### src/rtl/serial_add_ctrl_pkg.sv
// Shared types and defaults for the bit-serial adder sequencer.
package serial_add_pkg;

    localparam int WIDTH_DEF = 8;

    typedef enum logic [1:0] {
        IDLE = 2'd0,
        ADD  = 2'd1,
        DONE = 2'd2
    } state_t;

endpackage

### src/rtl/serial_add_ctrl_fa_cell.sv
// One-bit full adder; the only arithmetic element of the serial adder.
module fa_cell (
    input  logic a,
    input  logic b,
    input  logic cin,
    output logic sum,
    output logic cout
);

    assign sum  = a ^ b ^ cin;
    assign cout = (a & b) | (b & cin) | (cin & a);

endmodule

### src/rtl/serial_add_ctrl.sv
// Bit-serial adder sequencer: WIDTH-bit add over WIDTH cycles, LSB first.
// Optional subtract support is enabled by defining SERIAL_ADD_SUB_EN.
module serial_add_ctrl
    import serial_add_pkg::*;
#(
    parameter int WIDTH = WIDTH_DEF
) (
    input  logic             clk,
    input  logic             rst,
    input  logic             start,
    input  logic [WIDTH-1:0] a,
    input  logic [WIDTH-1:0] b,
    input  logic             cin,
`ifdef SERIAL_ADD_SUB_EN
    input  logic             sub,
`endif
    output logic             busy,
    output logic             done,
    output logic [WIDTH-1:0] sum,
    output logic             cout
);

    localparam int CW = $clog2(WIDTH);
    localparam logic [CW-1:0] LAST = CW'(WIDTH - 1);

    state_t           state, state_n;
    logic [WIDTH-1:0] sa, sb;
    logic [WIDTH-2:0] acc;
    logic [WIDTH-1:0] acc_full;
    logic [CW-1:0]    cnt;
    logic             carry;
    logic             cell_b, cell_s, cell_c;

`ifdef SERIAL_ADD_SUB_EN
    logic sub_q;
    assign cell_b = sb[0] ^ sub_q;
`else
    assign cell_b = sb[0];
`endif

    fa_cell u_fa (
        .a    (sa[0]),
        .b    (cell_b),
        .cin  (carry),
        .sum  (cell_s),
        .cout (cell_c)
    );

    // acc keeps only the bits already computed; this cycle's bit completes the word
    assign acc_full = {cell_s, acc};

    always_ff @(posedge clk or posedge rst) begin
        if (rst) state <= IDLE;
        else     state <= state_n;
    end

    always_comb begin
        state_n = state;
        case (state)
            IDLE:    if (start) state_n = ADD;
            ADD:     if (cnt == LAST) state_n = DONE;
            DONE:    state_n = IDLE;
            default: state_n = IDLE;
        endcase
    end

    always_ff @(posedge clk or posedge rst) begin
        if (rst) begin
            busy  <= 1'b0;
            done  <= 1'b0;
            sum   <= '0;
            cout  <= 1'b0;
            sa    <= '0;
            sb    <= '0;
            acc   <= '0;
            cnt   <= '0;
            carry <= 1'b0;
`ifdef SERIAL_ADD_SUB_EN
            sub_q <= 1'b0;
`endif
        end else begin
            busy <= (state_n == ADD);
            done <= (state_n == DONE);
            case (state)
                IDLE: begin
                    if (start) begin
                        sa  <= a;
                        sb  <= b;
                        cnt <= '0;
`ifdef SERIAL_ADD_SUB_EN
                        sub_q <= sub;
                        // two's-complement subtract: invert b and add one via carry-in
                        carry <= sub ? 1'b1 : cin;
`else
                        carry <= cin;
`endif
                    end
                end
                ADD: begin
                    sa    <= sa >> 1;
                    sb    <= sb >> 1;
                    acc   <= acc_full[WIDTH-1:1];
                    carry <= cell_c;
                    cnt   <= cnt + CW'(1);
                    if (cnt == LAST) begin
                        sum  <= acc_full;
                        cout <= cell_c;
                    end
                end
                default: ;
            endcase
        end
    end

endmodule

### config.mk
export PLATFORM = sky130hd
export DESIGN_NAME = serial_add_ctrl
export DESIGN_NICKNAME = d
export VERILOG_FILES = /design/src/rtl/serial_add_ctrl_pkg.sv /design/src/rtl/serial_add_ctrl_fa_cell.sv /design/src/rtl/serial_add_ctrl.sv
export SDC_FILE = /design/constraint.sdc
export NUM_CORES = 1
export LEC_CHECK = 0
export BUFFER_PORTS_ARGS = -buffer_cell sky130_fd_sc_hd__buf_4
export CELL_PAD_IN_SITES_DETAIL_PLACEMENT = 0
export CELL_PAD_IN_SITES_GLOBAL_PLACEMENT = 2
export CORE_MARGIN = 1.5
export CORE_UTILIZATION = 39
export DETAILED_ROUTE_END_ITERATION = 8
export PLACE_DENSITY = 0.83
export SYNTH_ARGS = -nofsm -noshare
export SYNTH_HDL_FRONTEND = slang
export SYNTH_SLANG_ARGS = --single-unit
export TNS_END_PERCENT = 50
### constraint.sdc
create_clock -name clk -period 2.47 [get_ports clk]
set_input_delay 0.1235 -clock clk [delete_from_list [all_inputs] [get_ports clk]]
set_output_delay 0.1235 -clock clk [all_outputs]
set_load 0.02 [all_outputs]
==> impl_metrics.ini, run 1 <==
[yosys]
yosysMostFrequentCell = dfrtp_1
synth_top_cell_area_share_pct = 55.7
yosys_warnings = 0
syn_inst = 143
synth_top_cell_by_area = dfrtp_1
synth.top_cells.by_area = dfrtp_1 (56%), mux2_2 (10%), nor4b_1 (5.4%), nor3b_1 (5.0%), a211oi_1 (4.6%)
synth_common_cells = dfrtp_1 (40), inv_1 (18), mux2_2 (16)
synth.distinct_cells = 21
synth_area_um2 = 1800
synth_ff_type = dfrtp_1
synth_seq_cells = 40
async_reset_ff_share_pct = 100
syn_avg_cell_area_um2 = 12.6
syn_nets = 166
ys_seq_area_share_pct = 55.7
synth_edf_count = 0

[worst_hold_path]
hold_class = in2reg

[pwr]
p_comb_share_pct = 40.7
power_switching_uw = 939
power.internal_uw = 1750
swShare_pct = 34.9
p_leak_uw = 0.00101
power_per_cell_area_nw_per_um2 = 1240
ir_drop_mv = 0.549
clkPwrFrac_pct = 16.7
p_seq_share_pct = 42.6

[clock_network]
clock_tree.buffer_depth = 2
clk_pin_slew_worst_paths_ns = 0.08
clkLatencyLatePin_ns = 0.30
cts_sinks = 40
htree_levels = 2
cts_resized = 0
numCtsBuffers = 5
cts_root_buf = clkbuf_8
cts_tree = done

[run_status]
run_status = finished clean

[place]
port_buffers = 30
dp_slack_ns = 0.924
placedInstanceArea_um2 = 2060
gp_congestion = 0.805
dpl.hpwl_um = 2400

[grt]
use_met3_pct = 3.42
grt_max_degree = 41
grt.total_usage_pct = 15.1
grt_overflow = 0
use_met1_pct = 20.9
antenna_found_initial = 0
grt.busiest_layer = met2
grt_pass1_vias = 1239
grt_first_pass_wirelength_um = 5980
met2_usage_pct = 23.2

[finish]
area_growth_pct = 20.3
fillers = 389
stdcell_area_um2 = 2160
nets = 198
diodes = 0
drive_gt1_share_pct = 35.8

[setup_path]
critPathCaptureType = flop
reg2reg_depth = 3
r2r_slack_ns = 0.91
reg2reg_to = sum[0]
cp.depth = 3
crit_buf_inv = 1
cp_cell_sequence = nand3b_1 -> buf_4 -> mux2_2
path_max_fanout = 16
cp_slowest_stage_delay_ns = 0.71
cp-start-kind = flop
cpMaxStageDelayCell = dfrtp_1
worstPathRequired_ns = 2.64
worstSetupPathType = reg2reg
crit_start = state[1]
crit_path_end = sum[0]
crit_family = flip-flops
crit_arrival_ns = 1.73
reg2reg_from = state[1]

[timing]
hold-worst-slack_ns = 0.0417
rsz0062_at_grt = false
setup_viol_count_final = 0
maxSlewViolCount = 0
worst_slack_ns = 0.912
hold_viol_final = 0
tightest_slew_ns = 0.578
slew_headroom_pct = 61.5
fmax_ghz = 0.642
finalSetupTns_ns = 0
fin_crit_sh_pct = 63.1
post-route-min-period_ns = 1.56
finClkSkew_ns = 0.0110

[drt]
ant_nets = 0
wl_per_cell_um = 15.5
first_iter_violations = 94
via_count = 1236
post-route-drc-count = 0
vias_per_cell = 5.42
drt-pass1-iter-count = 5
wirelength_um = 3540

[floorplanning]
core_um2 = 4380
die_h_um = 70.9
die_w_um = 70.9
rows = 24
boundaryPins = 31
initial_utilization_pct = 41.0
die_area_um2 = 5030

[job]
maxCapViolCount = 0
worst min path at each step:
stage,start,to,slack [ns],cells past startpoint
after floorplan,a[7],sa[7],0.26,1
after global placement,rst,sb[1],0.28,3
after detailed placement,rst,sb[1],0.29,3
after CTS,b[7],sb[7],0.04,2
after global routing,b[7],sb[7],0.05,2
final,b[7],sb[7],0.04,2
per-stage QoR:
step	std cells	power [uW]	util [%]
6_report	228	2690	49.3
5_1_grt	228	2880	49.3
4_1_cts	228	2720	49.3
3_5_place_dp	219	2260	47.0
3_3_place_gp	219	2200	47.0
2_1_floorplan	143	1950	-
layout make-up:
type	instances	area, um2	share of cell area (%)
Multi-Input combinational cell	73	657	30.4
Timing Repair Buffer	37	280	13.0
Clock inverter	2	10.0	0.463
Sequential cell	40	1000	46.3
Clock buffer	6	82.6	3.82
Tap cell	52	65.1	3.01
Inverter	18	67.6	3.12
cell families (layout without fill, tap and decap cells):
kind of cell | Yosys count | after routing | share of synthesized area, %
AO/OA/AOI/OAI | 22 | 22 | 10.3
adder cells (fa/ha/maj) | 3 | 3 | 2.51
buffers and inverters | 30 | 63 | 7.79
flip-flops | 40 | 40 | 55.7
multiplexers | 17 | 17 | 10.6
AND/OR/NAND/NOR | 31 | 31 | 13.1
flip-flops by register name (all words and copies together) (netlist names):
register,flops
done,1
state,2
carry,1
busy,1
sb,8
cout,1
sa,8
acc,7
cnt,3
sum,8
routing by layer:
metal / up-vias / share of wire [%]
li1: 575 / -
met1: 626 / 46
met2: 28 / 48
met3: 7 / 4.1
met4: 0 / 1.7
met5: - / 0
power groups by stage:
| stage | registers, uW | clock network (uW) | logic, uW |
|---|---|---|---|
| floorplan | 1200 | 0 | 743 |
| global placement | 1150 | 0 | 1060 |
| detailed placement | 1170 | 0 | 1100 |
| CTS | 1150 | 459 | 1110 |
| global route | 1190 | 487 | 1200 |
| finish | 1150 | 450 | 1090 |
repair_timing:
action | CTS | global route
hold buffers | 1 | 0
hold endpoints to repair | 40 | 0
buffers inserted | 0 | 0
cell usage in the layout, fill, tap and decap left out:
cell           count
mux2_1             1
nor3b_1           12
nor2b_4            1
nor2_1             4
o21ba_2            2
o21bai_1           1
nand3b_1           1
fa_1               1
nor2b_1            2
dlygate4sd3_1      1
a222oi_1           4
mux2_2            16
inv_1             18
buf_4             36
a22o_1             4
nor4b_1           11
a211oi_1          11
clkinv_2           2
ha_1               2
clkbuf_8           6
dfrtp_1           40
No activity file was read; power rests on OpenSTA's default activity.
==> inputs of run 2 (changes only) <==
Settings changed: ABC_AREA from default to 1, CORE_UTILIZATION 39 to 29, PLACE_DENSITY 0.83 to 0.75.
Clock period 2.47 ns to 1.29 ns, I/O delays scaled along.
==> impl_metrics.ini, run 2 <==
[timing]
finClkSkew_ns = 0.0104
fin_crit_sh_pct = 95.2
slew_headroom_pct = 84.9
post-route-min-period_ns = 1.23
tightest_slew_ns = 0.226
setup_viol_count_final = 0
hold_viol_final = 0
maxSlewViolCount = 0
fmax_ghz = 0.814

[setup_path]
r2r_slack_ns = 0.06
reg2reg_depth = 6
critPathCaptureType = flop
worstPathRequired_ns = 1.52
cp-start-kind = flop
reg2reg_from = cnt[0]
worstSetupPathType = reg2reg
crit_arrival_ns = 1.46
path_max_fanout = 5
reg2reg_to = sum[2]

[drt]
first_iter_violations = 56
drt-pass1-iter-count = 4
wl_per_cell_um = 11.9
via_count = 1454
post-route-drc-count = 0
ant_nets = 0
wirelength_um = 4110
vias_per_cell = 4.20

[clock_network]
numCtsBuffers = 5
clock_tree.buffer_depth = 2
cts_tree = done
htree_levels = 2
clkLatencyLatePin_ns = 0.30
clk_pin_slew_worst_paths_ns = 0.09
cts_sinks = 40
cts_root_buf = clkbuf_8

[yosys]
synth_common_cells = nand2_1 (71), dfrtp_1 (40), inv_1 (40)
syn_nets = 246
synth_ff_type = dfrtp_1
yosys_warnings = 0
synth_seq_cells = 40
syn_inst = 223
syn_avg_cell_area_um2 = 8.22
synth.distinct_cells = 19
synth.top_cells.by_area = dfrtp_1 (55%), nand2_1 (15%), inv_1 (8.2%), nand3_1 (8.2%), o21ai_1 (4.1%)
synth_area_um2 = 1830
yosysMostFrequentCell = nand2_1
synth_edf_count = 0
synth_top_cell_by_area = dfrtp_1
async_reset_ff_share_pct = 100
ys_seq_area_share_pct = 54.6
synth_top_cell_area_share_pct = 54.6

[finish]
drive_gt1_share_pct = 23.6
layout_commonest_cell = nand2_1
final_cells = 346
post-route-util_pct = 40.8
final_cell_mix = nand2_1 (71), buf_4 (41), inv_1 (40), dfrtp_1 (40), nand3_1 (30)
stdcell_area_um2 = 2460
reg.largest.list = sa x8, sb x8, sum x8
nets = 293
diodes = 0
area_growth_pct = 34.1

[grt]
grt.total_usage_pct = 13.4
grt_overflow = 0
grt_max_degree = 41
grt_pass1_vias = 1403
antenna_found_initial = 0
grt_first_pass_wirelength_um = 6710

[pwr]
total_power_uw = 5840
p_leak_uw = 0.00135
power_per_cell_area_nw_per_um2 = 2370
ir_drop_mv = 1.02

[place]
dp_cells = 330
dpl.hpwl_um = 2620
placedInstanceArea_um2 = 2200
gp_congestion = 0.721
port_buffers = 30

[floorplanning]
initial_utilization_pct = 30.4
rows = 28
die_h_um = 82.5
die_w_um = 82.5
core_um2 = 6030
boundaryPins = 31
die_area_um2 = 6810

[worst_hold_path]
hold_class = in2reg
holdPathStages = 5
worstHoldStart = b[3]
hold_path_end = sb[3]

[job]
maxCapViolCount = 0

[run_status]
run_status = finished clean
run 2: changes by cell type after synthesis, moves of 4 or more:
cell	previous run	this run
a211oi_1	11	0
a222oi_1	4	0
a22o_1	4	0
clkbuf_1	4	0
inv_1	18	40
mux2_2	16	0
nand2_1	0	71
nand3_1	0	30
nor3b_1	12	0
nor4b_1	11	0
o21ai_1	0	15
run 2: how the worst max path moves through the flow:
| stage | start | endpoint | slack (ns) | cells past startpoint |
|---|---|---|---|---|
| 6_report | cnt[0] | sum[2] | 0.06 | 6 |
| 5_1_grt | cnt[0] | sum[2] | -0.008 | 6 |
| 4_1_cts | cnt[0] | sum[4] | 0.03 | 6 |
| 3_5_place_dp | cnt[0] | sum[4] | 0.05 | 6 |
| 3_3_place_gp | cnt[0] | cout | 0.04 | 6 |
| 2_1_floorplan | cnt[0] | cout | 0.03 | 5 |
run 2: cells by family after synthesis:
family                     after synthesis  share of synthesized area, %
AOI/OAI and AO/OA                       20                          5.60
adders and majority gates                3                          2.46
buffers and inverters                   52                          12.2
DFF                                     40                          54.6
and+or+nand+nor                        108                          25.1
run 2: stage by stage:
stage               worst slack [ns]  TNS (ns)  hold slack [ns]
CTS                           0.0298         0           0.0710
global placement              0.0447         0            0.148
detailed placement            0.0505         0            0.148
finish                        0.0617         0           0.0730
global route                -0.00772   -0.0254           0.0940
floorplan                     0.0302         0            0.185
run 2: layout make-up:
| type | count | area [um2] |
|---|---|---|
| clock buffers | 6 | 82.6 |
| clock inverters | 2 | 38.8 |
| flip-flops and latches | 40 | 1000 |
| well taps | 75 | 93.8 |
| repair buffers | 49 | 439 |
| multi-input cells | 131 | 637 |
| inverters | 43 | 166 |
| fillers | 650 | 3570 |
run 2: metal layers:
layer	wire, um	part of all wire, %	GRT usage, %	vias to the layer above
met5	0	0	0	-
met3	139	3.4	2.97	7
met4	63	1.5	5.00	0
met1	2080	51	18.2	650
li1	-	-	-	771
met2	1830	44	20.7	26
run 2: power breakdown:
| group | switching, uW | total, uW | internal (uW) |
|---|---|---|---|
| clock | 475 | 1110 | 633 |
| combinational | 1480 | 2590 | 1110 |
| sequential | 313 | 2140 | 1830 |
run 2: what timing repair did:
action                                  in CTS  in global routing
gates resized for setup                      0                  8
buffers inserted                             0                  3
hold endpoints to repair                    42                  0
endpoints found under the setup margin       0                 26
hold buffers                                 3                  0
run 2: critical path, stage by stage, from the launching register on:
cell and delay (ns):
dfrtp_1 0.40, ha_2 0.19, ha_2 0.19, nand2_4 0.12, clkbuf_16 0.15, nand2_1 0.05, o21ai_1 0.07
